===== src/rtl/dcf77_tx.sv =====
`default_nettype none
// ============================================================================
//  Module      : dcf77_tx
//  Description : DCF77 minute-frame encoder; one amplitude-key pulse per second.
//  Revision    : 1.0 - initial release
// ============================================================================
module dcf77_tx #(
    parameter int TICKS_SEC = 100,
    parameter int T_ZERO    = 10,
    parameter int T_ONE     = 20,
    parameter int FIXUP     = 1
) (
    input  logic        clk,
    input  logic        reset,
    input  logic        clk_en,
    input  logic [58:0] frame_in,
    input  logic        frame_valid,
    output logic        frame_ready,
    output logic        tx,
    output logic [5:0]  sec_cnt,
    output logic        busy,
    output logic        minute_sync,
    output logic        underrun
);

    localparam int c_tick_w = $clog2(TICKS_SEC);
    localparam logic [c_tick_w-1:0] c_tick_last = c_tick_w'(TICKS_SEC - 1);
    localparam logic [c_tick_w-1:0] c_tick_one  = c_tick_w'(1);
    localparam logic [c_tick_w-1:0] c_zero_last = c_tick_w'(T_ZERO - 1);
    localparam logic [c_tick_w-1:0] c_one_last  = c_tick_w'(T_ONE - 1);

    localparam logic [1:0] c_idle = 2'd0;
    localparam logic [1:0] c_send = 2'd1;
    localparam logic [1:0] c_mark = 2'd2;

    logic [1:0]          r_state;
    logic [c_tick_w-1:0] r_tick;
    logic [5:0]          r_sec_cnt;
    logic [58:0]         r_shift;
    logic [58:0]         r_buf;
    logic                r_full;
    logic                r_tx;
    logic                r_ms_flag;
    logic                r_underrun;

    logic [58:0]         w_load_frame;
    logic [c_tick_w-1:0] w_last_high;

    // Marker bits and even-parity bits are regenerated so the receiver always sees a legal frame.
    generate
        if (FIXUP != 0) begin : g_fixup
            always_comb begin
                w_load_frame     = r_buf;
                w_load_frame[0]  = 1'b0;
                w_load_frame[20] = 1'b1;
                w_load_frame[28] = ^r_buf[27:21];
                w_load_frame[35] = ^r_buf[34:29];
                w_load_frame[58] = ^r_buf[57:36];
            end
        end else begin : g_nofixup
            assign w_load_frame = r_buf;
        end
    endgenerate

    assign w_last_high = r_shift[0] ? c_one_last : c_zero_last;

    always_ff @(posedge clk) begin
        if (reset) begin
            r_state    <= c_idle;
            r_tick     <= '0;
            r_sec_cnt  <= '0;
            r_shift    <= '0;
            r_buf      <= '0;
            r_full     <= 1'b0;
            r_tx       <= 1'b0;
            r_ms_flag  <= 1'b0;
            r_underrun <= 1'b0;
        end else begin
            r_underrun <= 1'b0;
            if (frame_valid && !r_full) begin
                r_buf  <= frame_in;
                r_full <= 1'b1;
            end
            if (clk_en) begin
                r_ms_flag <= 1'b0;
                case (r_state)
                    c_idle: begin
                        if (r_full) begin
                            r_shift   <= w_load_frame;
                            r_full    <= 1'b0;
                            r_sec_cnt <= '0;
                            r_tick    <= '0;
                            r_tx      <= 1'b1;
                            r_ms_flag <= 1'b1;
                            r_state   <= c_send;
                        end
                    end
                    c_send: begin
                        if (r_tick == c_tick_last) begin
                            r_tick  <= '0;
                            r_shift <= {1'b0, r_shift[58:1]};
                            if (r_sec_cnt == 6'd58) begin
                                r_sec_cnt <= 6'd59;
                                r_tx      <= 1'b0;
                                r_state   <= c_mark;
                            end else begin
                                r_sec_cnt <= r_sec_cnt + 6'd1;
                                r_tx      <= 1'b1;
                            end
                        end else begin
                            r_tick <= r_tick + c_tick_one;
                            if (r_tick == w_last_high) begin
                                r_tx <= 1'b0;
                            end
                        end
                    end
                    c_mark: begin
                        if (r_tick == c_tick_last) begin
                            r_tick    <= '0;
                            r_sec_cnt <= '0;
                            if (r_full) begin
                                r_shift   <= w_load_frame;
                                r_full    <= 1'b0;
                                r_tx      <= 1'b1;
                                r_ms_flag <= 1'b1;
                                r_state   <= c_send;
                            end else begin
                                r_underrun <= 1'b1;
                                r_state    <= c_idle;
                            end
                        end else begin
                            r_tick <= r_tick + c_tick_one;
                        end
                    end
                    default: begin
                        r_state <= c_idle;
                    end
                endcase
            end
        end
    end

    assign frame_ready = !r_full;
    assign tx          = r_tx;
    assign sec_cnt     = r_sec_cnt;
    assign busy        = (r_state != c_idle);
    assign minute_sync = r_ms_flag & clk_en;
    assign underrun    = r_underrun;

endmodule
`default_nettype wire


===== config.mk =====
export PLATFORM = sky130hd
export DESIGN_NAME = dcf77_tx
export DESIGN_NICKNAME = d
export VERILOG_FILES = /design/src/rtl/dcf77_tx.sv
export SDC_FILE = /design/constraint.sdc
export NUM_CORES = 1
export LEC_CHECK = 0
export ABC_AREA = 1
export ABC_CLOCK_PERIOD_IN_PS = 4700
export CAP_MARGIN = 20
export CORE_ASPECT_RATIO = 1.5
export CORE_UTILIZATION = 25
export DETAILED_ROUTE_END_ITERATION = 12
export PLACE_DENSITY = 0.52
export SYNTH_ARGS = -nofsm -noshare
export SYNTH_HDL_FRONTEND = slang
export SYNTH_SLANG_ARGS = --single-unit

===== constraint.sdc =====
create_clock -name clk -period 4.7 [get_ports clk]
set_input_delay 0.47 -clock clk [delete_from_list [all_inputs] [get_ports clk]]
set_output_delay 0.47 -clock clk [all_outputs]
set_load 0.005 [all_outputs]

# [Word level (Yosys, flattened, before mapping)]
# Cells that the tools add are included.
[totals] ff_bits=136 inputBits=63 word_cells=75
[op_classes] add_sub_neg=2 eq_ne=10 muxes=34 n_bitwise=4 reduce_logical=16
[op_table] op="two-way mux 59 bit" count=3
[op_table] op="case mux 59 bit (3 select lines)" count=1
[op_table] op="two-way mux 6 bit" count=4
[op_table] op="parity 22 bit" count=1
[op_table] op="case mux 6 bit (3 select lines)" count=1
[op_table] op="two-way mux 7 bit" count=2
[op_table] op="case mux 7 bit (2 select lines)" count=1
[op_table] op="two-way mux 1 bit" count=13
[op_table] op="AND reduction 5 bit" count=2
[op_table] op="two-way mux 2 bit" count=4
[op_table] op="inequality test 2 bit, second input constant" count=4
[op_table] op="AND reduction 4 bit" count=2
[op_table] op="adder 7 x 1 -> 7 bit, second input constant" count=1
[op_table] op="equality test 7 x 5 -> 1 bit" count=1
[op_table] op="equality test 7 bit, second input constant" count=1
[op_table] op="parity 7 bit" count=1
[op_table] op="adder 6 x 1 -> 6 bit, second input constant" count=1
[op_table] op="equality test 6 bit, second input constant" count=1
[op_table] op="case mux 2 bit (3 select lines)" count=1
[op_table] op="parity 6 bit" count=1
[op_table] op="two-way mux 5 bit" count=1
[op_table] op="case mux 1 bit (2 select lines)" count=2
[op_table] op="nonzero test 2 bit" count=2
[op_table] op="OR reduction 4 bit" count=1
[op_table] op="other kinds (12)" count=14

# [Depth between registers and ports, before layout]
[logic_depth] depth_word=7 mapped_depth=13 depth_no_buf=13

# [Worst setup path before layout]
# OpenSTA, ideal clock, no wires.
[synth_path] path_type="reg-to-reg" startpoint="register r_state[0]" endpoint="register r_tick[6]" setup_ns=0.119 t_arrival_ns=1.547 required_time_ns=4.581 slack_ns=3.034 path_stages_with_launch=11 period_less_slack_ns=1.666 cell_sequence="dfxtp_1 -> inv_1 -> ha_1 -> inv_1 -> nor2_1 -> nor2_1 -> nand2_1 -> nor3_1 -> nand3_1 -> xor2_1 -> nor2_1"
[synth_via] elab_chain_cells=4 word_cells_on_any_way=8 classes_between="3 x eq/ne; 1 x mux; 4 x reduce/logical"
[synth_rtl] item="start, declared" line_no="36" rtl="logic [1:0] r_state;"
[synth_rtl] item="start signal, assigned" line_no="69" rtl="r_state <= c_idle;"
[synth_rtl] item="start signal, assigned" line_no="95" rtl="r_state <= c_send;"
[synth_rtl] item="start signal, assigned" line_no="105" rtl="r_state <= c_mark;"
[synth_rtl] item="equality test 2 bit or equality test 2 x 1 -> 1 bit (tied branches)" line_no="86" rtl="case (r_state)"
[synth_rtl] item="OR reduction 2 bit (no line)"
[synth_rtl] item="nonzero test 2 bit (no line)"
[synth_rtl] item="AND reduction 3 bit (no line)"
[synth_rtl] item="end signal, assigned" line_no="111" rtl="r_tick <= r_tick + c_tick_one;"
[synth_rtl] item="end signal, assigned" line_no="132" rtl="r_tick <= r_tick + c_tick_one;"
[synth_rtl] item="end, declared" line_no="37" rtl="logic [c_tick_w-1:0] r_tick;"
# Several ways; a longest one is shown, not always the timed one.
# A chain may end at the register's enable or synchronous reset.

# [Final worst setup path]
[layout_path] startpoint="register r_tick[0]" endpoint="register r_shift[8]"
[layout_via] elab_chain_cells=3 word_cells_on_any_way=4 classes_between="3 x eq/ne; 1 x reduce/logical"
[layout_rtl] item="equality test 7 bit *" line_no="99, 118"
[layout_rtl] item="inequality test 2 bit (no line)"
[layout_rtl] item="AND reduction 4 bit (no line) *"
[layout_rtl] item="end signal, assigned" line_no="89" rtl="r_shift <= w_load_frame;"
[layout_rtl] item="end signal, assigned" line_no="101" rtl="r_shift <= {1'b0, r_shift[58:1]};"
[layout_rtl] item="end signal, assigned" line_no="122" rtl="r_shift <= w_load_frame;"
[layout_rtl] item="end, declared" line_no="39" rtl="logic [58:0] r_shift;"
# Every way passes the cells marked *; elsewhere a longest branch is shown, timed or not.

==> results.md <==
- Post-synth top area cell: dfxtp_1
- Slowest stage delay, CP: 0.68 ns
- Primary FF master, synth: dfxtp_1
- Vias in the first global route: approximately 5,200
- Via-to-Cell Ratio: 4.450
- Status: finished clean
- Crit path cell chain: ha_1, nand4_4, nand2_2, nand2_2, clkinv_4, nand2_4, nor2_8, buf_4, o21ai_1, a31oi_1
- Count of input and output buffers: 68
- Synth top area share: 0.4413
- Post-DRT Antenna Nets: 0
- FILL cells: 2,555
- Gr usage total: 0.1241
- WL per Instance: between 10 and 15 um
- DIE HEIGHT: 191.6 um
- Post-synth EDFFs: 0
- Top cells by count, synth: nand2_1 (227), dfxtp_1 (132), o21ai_0 (100)
- P&R area growth vs syn: 24.70%
- First-pass GRT wire length: about 24 mm
- Initial antenna violation count: 0
- Met1 wire length: about 6.4 mm
- Synth Area per Inst: 7.180 sq um
- Core ar.: approximately 0.024 sq mm
- Clock Skews: 0.009886 ns
- Largest net degree at the start of global routing: around 80
- Routed vias: 5,380
- Hold/Removal Path Class: reg2reg
- Arrival @ worst endpoint: 2.91 ns
- Slowest CP cell: nor2_8
- Pins Over Slew Limit: 0
- Max transition margin: 0.4183
- Grt total ovfl: 0
- Capture point of the worst reg-to-reg path: r_shift[8]
- Gpl congestion: 0.7737
- DRT iter0 DRCs: between 150 and 200
- Row cnt: 69
- Tot Pwr: 0.004024 W
- TNS Setup: 0 ns
- CP Max Fanout: 80
- Async SR Flop Fraction: 0
- Clock H-tree levels: 4
- Drt drc: 0
- R2r startpoint: r_tick[0]
- Max VDD drop: 0.2433 mV
- Reg-to-reg slack, setup: 2.14 ns
- Setup-failing EPs final: 0
- Final instance count without filler cells: 1,209
- Unrepaired setup endpoints after global routing: no
- CTS Buffer Depth: 2
- Leak pwr: around 2.9 nW
- Die width: approximately 130 um
- Crit path kind: reg2reg
- WP buf/inv: 2
- Nets: between 900 and 1,000
- Synthesized area: 0.005988 sq mm
- Clock root buffer: clkbuf_16
- Die area: 0.02459 sq mm
- Register area: 0.002643 sq mm
- Area taken by multi-input logic gates: 0.002908 sq mm
- Share of layout cells above drive strength 1: 0.05506
- Ant. Diodes: 0
- DR pass1 iterations: 4
- Inserted Clock Buffers: 17
- Placed Cells: 1,179
- Levels on crit path: 10
- Fmax: ~390 MHz
- Req. time, crit path: about 5.1 ns
- Synth area leaders: dfxtp_1 (44%), nand2_1 (14%), o21ai_0 (8.4%)
- Yosys warns: 0
- Layout Utilization: 0.3168
- TritonCTS clock tree: yes
- Top delay family on crit path: simple AND/OR/NAND/NOR gates
- Post-CTS Setup Bufs: 0
- Crit. End Element: flip-flop
- Worst Setup EP: r_shift[8]
- Crit. Startpoint: r_tick[0]
- HPWL Detailed: 9.184 mm
- Max Used Layer: met4
- Crit share post-route: 0.5449
- Distinct cell type count after synthesis: 35
- Cells after synthesis: approximately 830
- Pwr dens: 538.9 mW/mm^2
- FF-to-FF path depth: 10
- Met3 Wirelength: 296 um
- Final critical-path required period: 2.561 ns
- Starting Density: 0.2541
- Register area share after synthesis: 0.4413
- CTS resizes: 0
- Setup crit start kind: flip-flop
- Clock-pin transition on the worst setup and hold timing paths: 0.05 ns
- Measured slew at the worst slew-check pin: 0.8725 ns
- Final wirelength: 14.13 mm
- Worst-Skew Late Latency: 0.42 ns
- CP dominant cell by count: nand2_2
- Routed wl met2: 7.191 mm
- Fin. Hold Viols: 0
- Flops & latches, synth: 132
- Most frequent cell after synthesis: nand2_1
- MaxCap Viol Count: 0
- CTS sink cnt: 132
- IO Pins: 74
- Hold Buf Count CTS: 0
- Syn_nets: 904
-- tightest hold or removal path: stages, from the launching register on --
cell and delay (ns):
dfxtp_1 0.29, inv_1 0.06, a21oi_1 0.05
-- stage by stage --
step / area, sq um / hold WS, ns / setup slack [ns]
floorplan: 5988 / 0.4297 / 3.034
detailed placement: 6877 / 0.4559 / 1.779
finish: 7467 / 0.4570 / 2.139
global route: 7467 / 0.4870 / 1.859
CTS: 7447 / 0.4634 / 2.042
global placement: 6877 / 0.4454 / 1.735
-- kinds of logic (layout without fill, tap and decap cells) --
kind of cell,Yosys count,count (layout),share of synthesized area
compound gates,224,224,0.2020
buf+inv,97,153,0.07396
flops,132,132,0.4413
xor+xnor,20,20,0.02925
fa+ha+maj,7,7,0.01463
simple gates,354,354,0.2388
-- state kept, by name (all words and copies together), names as in the netlist --
| register | cells |
|---|---|
| r_full | 1 |
| tx | 1 |
| r_ms_flag | 1 |
| r_buf | 54 |
| r_tick | 7 |
| r_shift | 59 |
| r_state | 2 |
| sec_cnt | 6 |
| underrun | 1 |
-- worst min-delay path by stage --
stage	cells after the start	from	to	slack (ns)
2_1_floorplan	2	r_shift[36]	r_shift[36]	0.43
6_report	2	r_shift[36]	r_shift[36]	0.46
4_1_cts	2	r_shift[36]	r_shift[36]	0.46
3_3_place_gp	2	r_shift[36]	r_shift[36]	0.45
3_5_place_dp	2	r_shift[36]	r_shift[36]	0.46
5_1_grt	2	r_shift[51]	r_shift[50]	0.49
-- layout by cell type (no fill, tap or decap), types with 4 or more instances in the layout --
master and n:
nand2_1 226, dfxtp_1 132, o21ai_0 100, nor2_1 96, clkdlybuf4s50_1 68, a31oi_1 53, inv_1 45, a21oi_1 38
o21ai_1 25, clkbuf_16 17, nand3_1 13, xnor2_1 10, xor2_1 10, clkbuf_8 7, ha_1 6, a211oi_1 5
buf_4 5, nor3_1 4
-- power breakdown --
part           internal (W)  switching, W
logic              0.000438      0.000748
clock network      0.000814      0.000465
registers           0.00139      0.000170
total               0.00264       0.00138
-- layout make-up --
| class | count | area share |
|---|---|---|
| clock buffer | 25 | 0.07038 |
| clock inverter | 4 | 0.006032 |
| inverter | 49 | 0.02530 |
| multi-input combinational | 605 | 0.3894 |
| sequential | 132 | 0.3539 |
| tap | 319 | 0.05345 |
| timing repair buffer | 75 | 0.1015 |
-- routing by layer --
metal,global-route usage,vias to the layer above
met1,0.1365,2453
met5,0,-
li1,-,2846
met2,0.2260,64
met4,0.06109,0
met3,0.02239,17
Power figures use the tool's default switching activity.
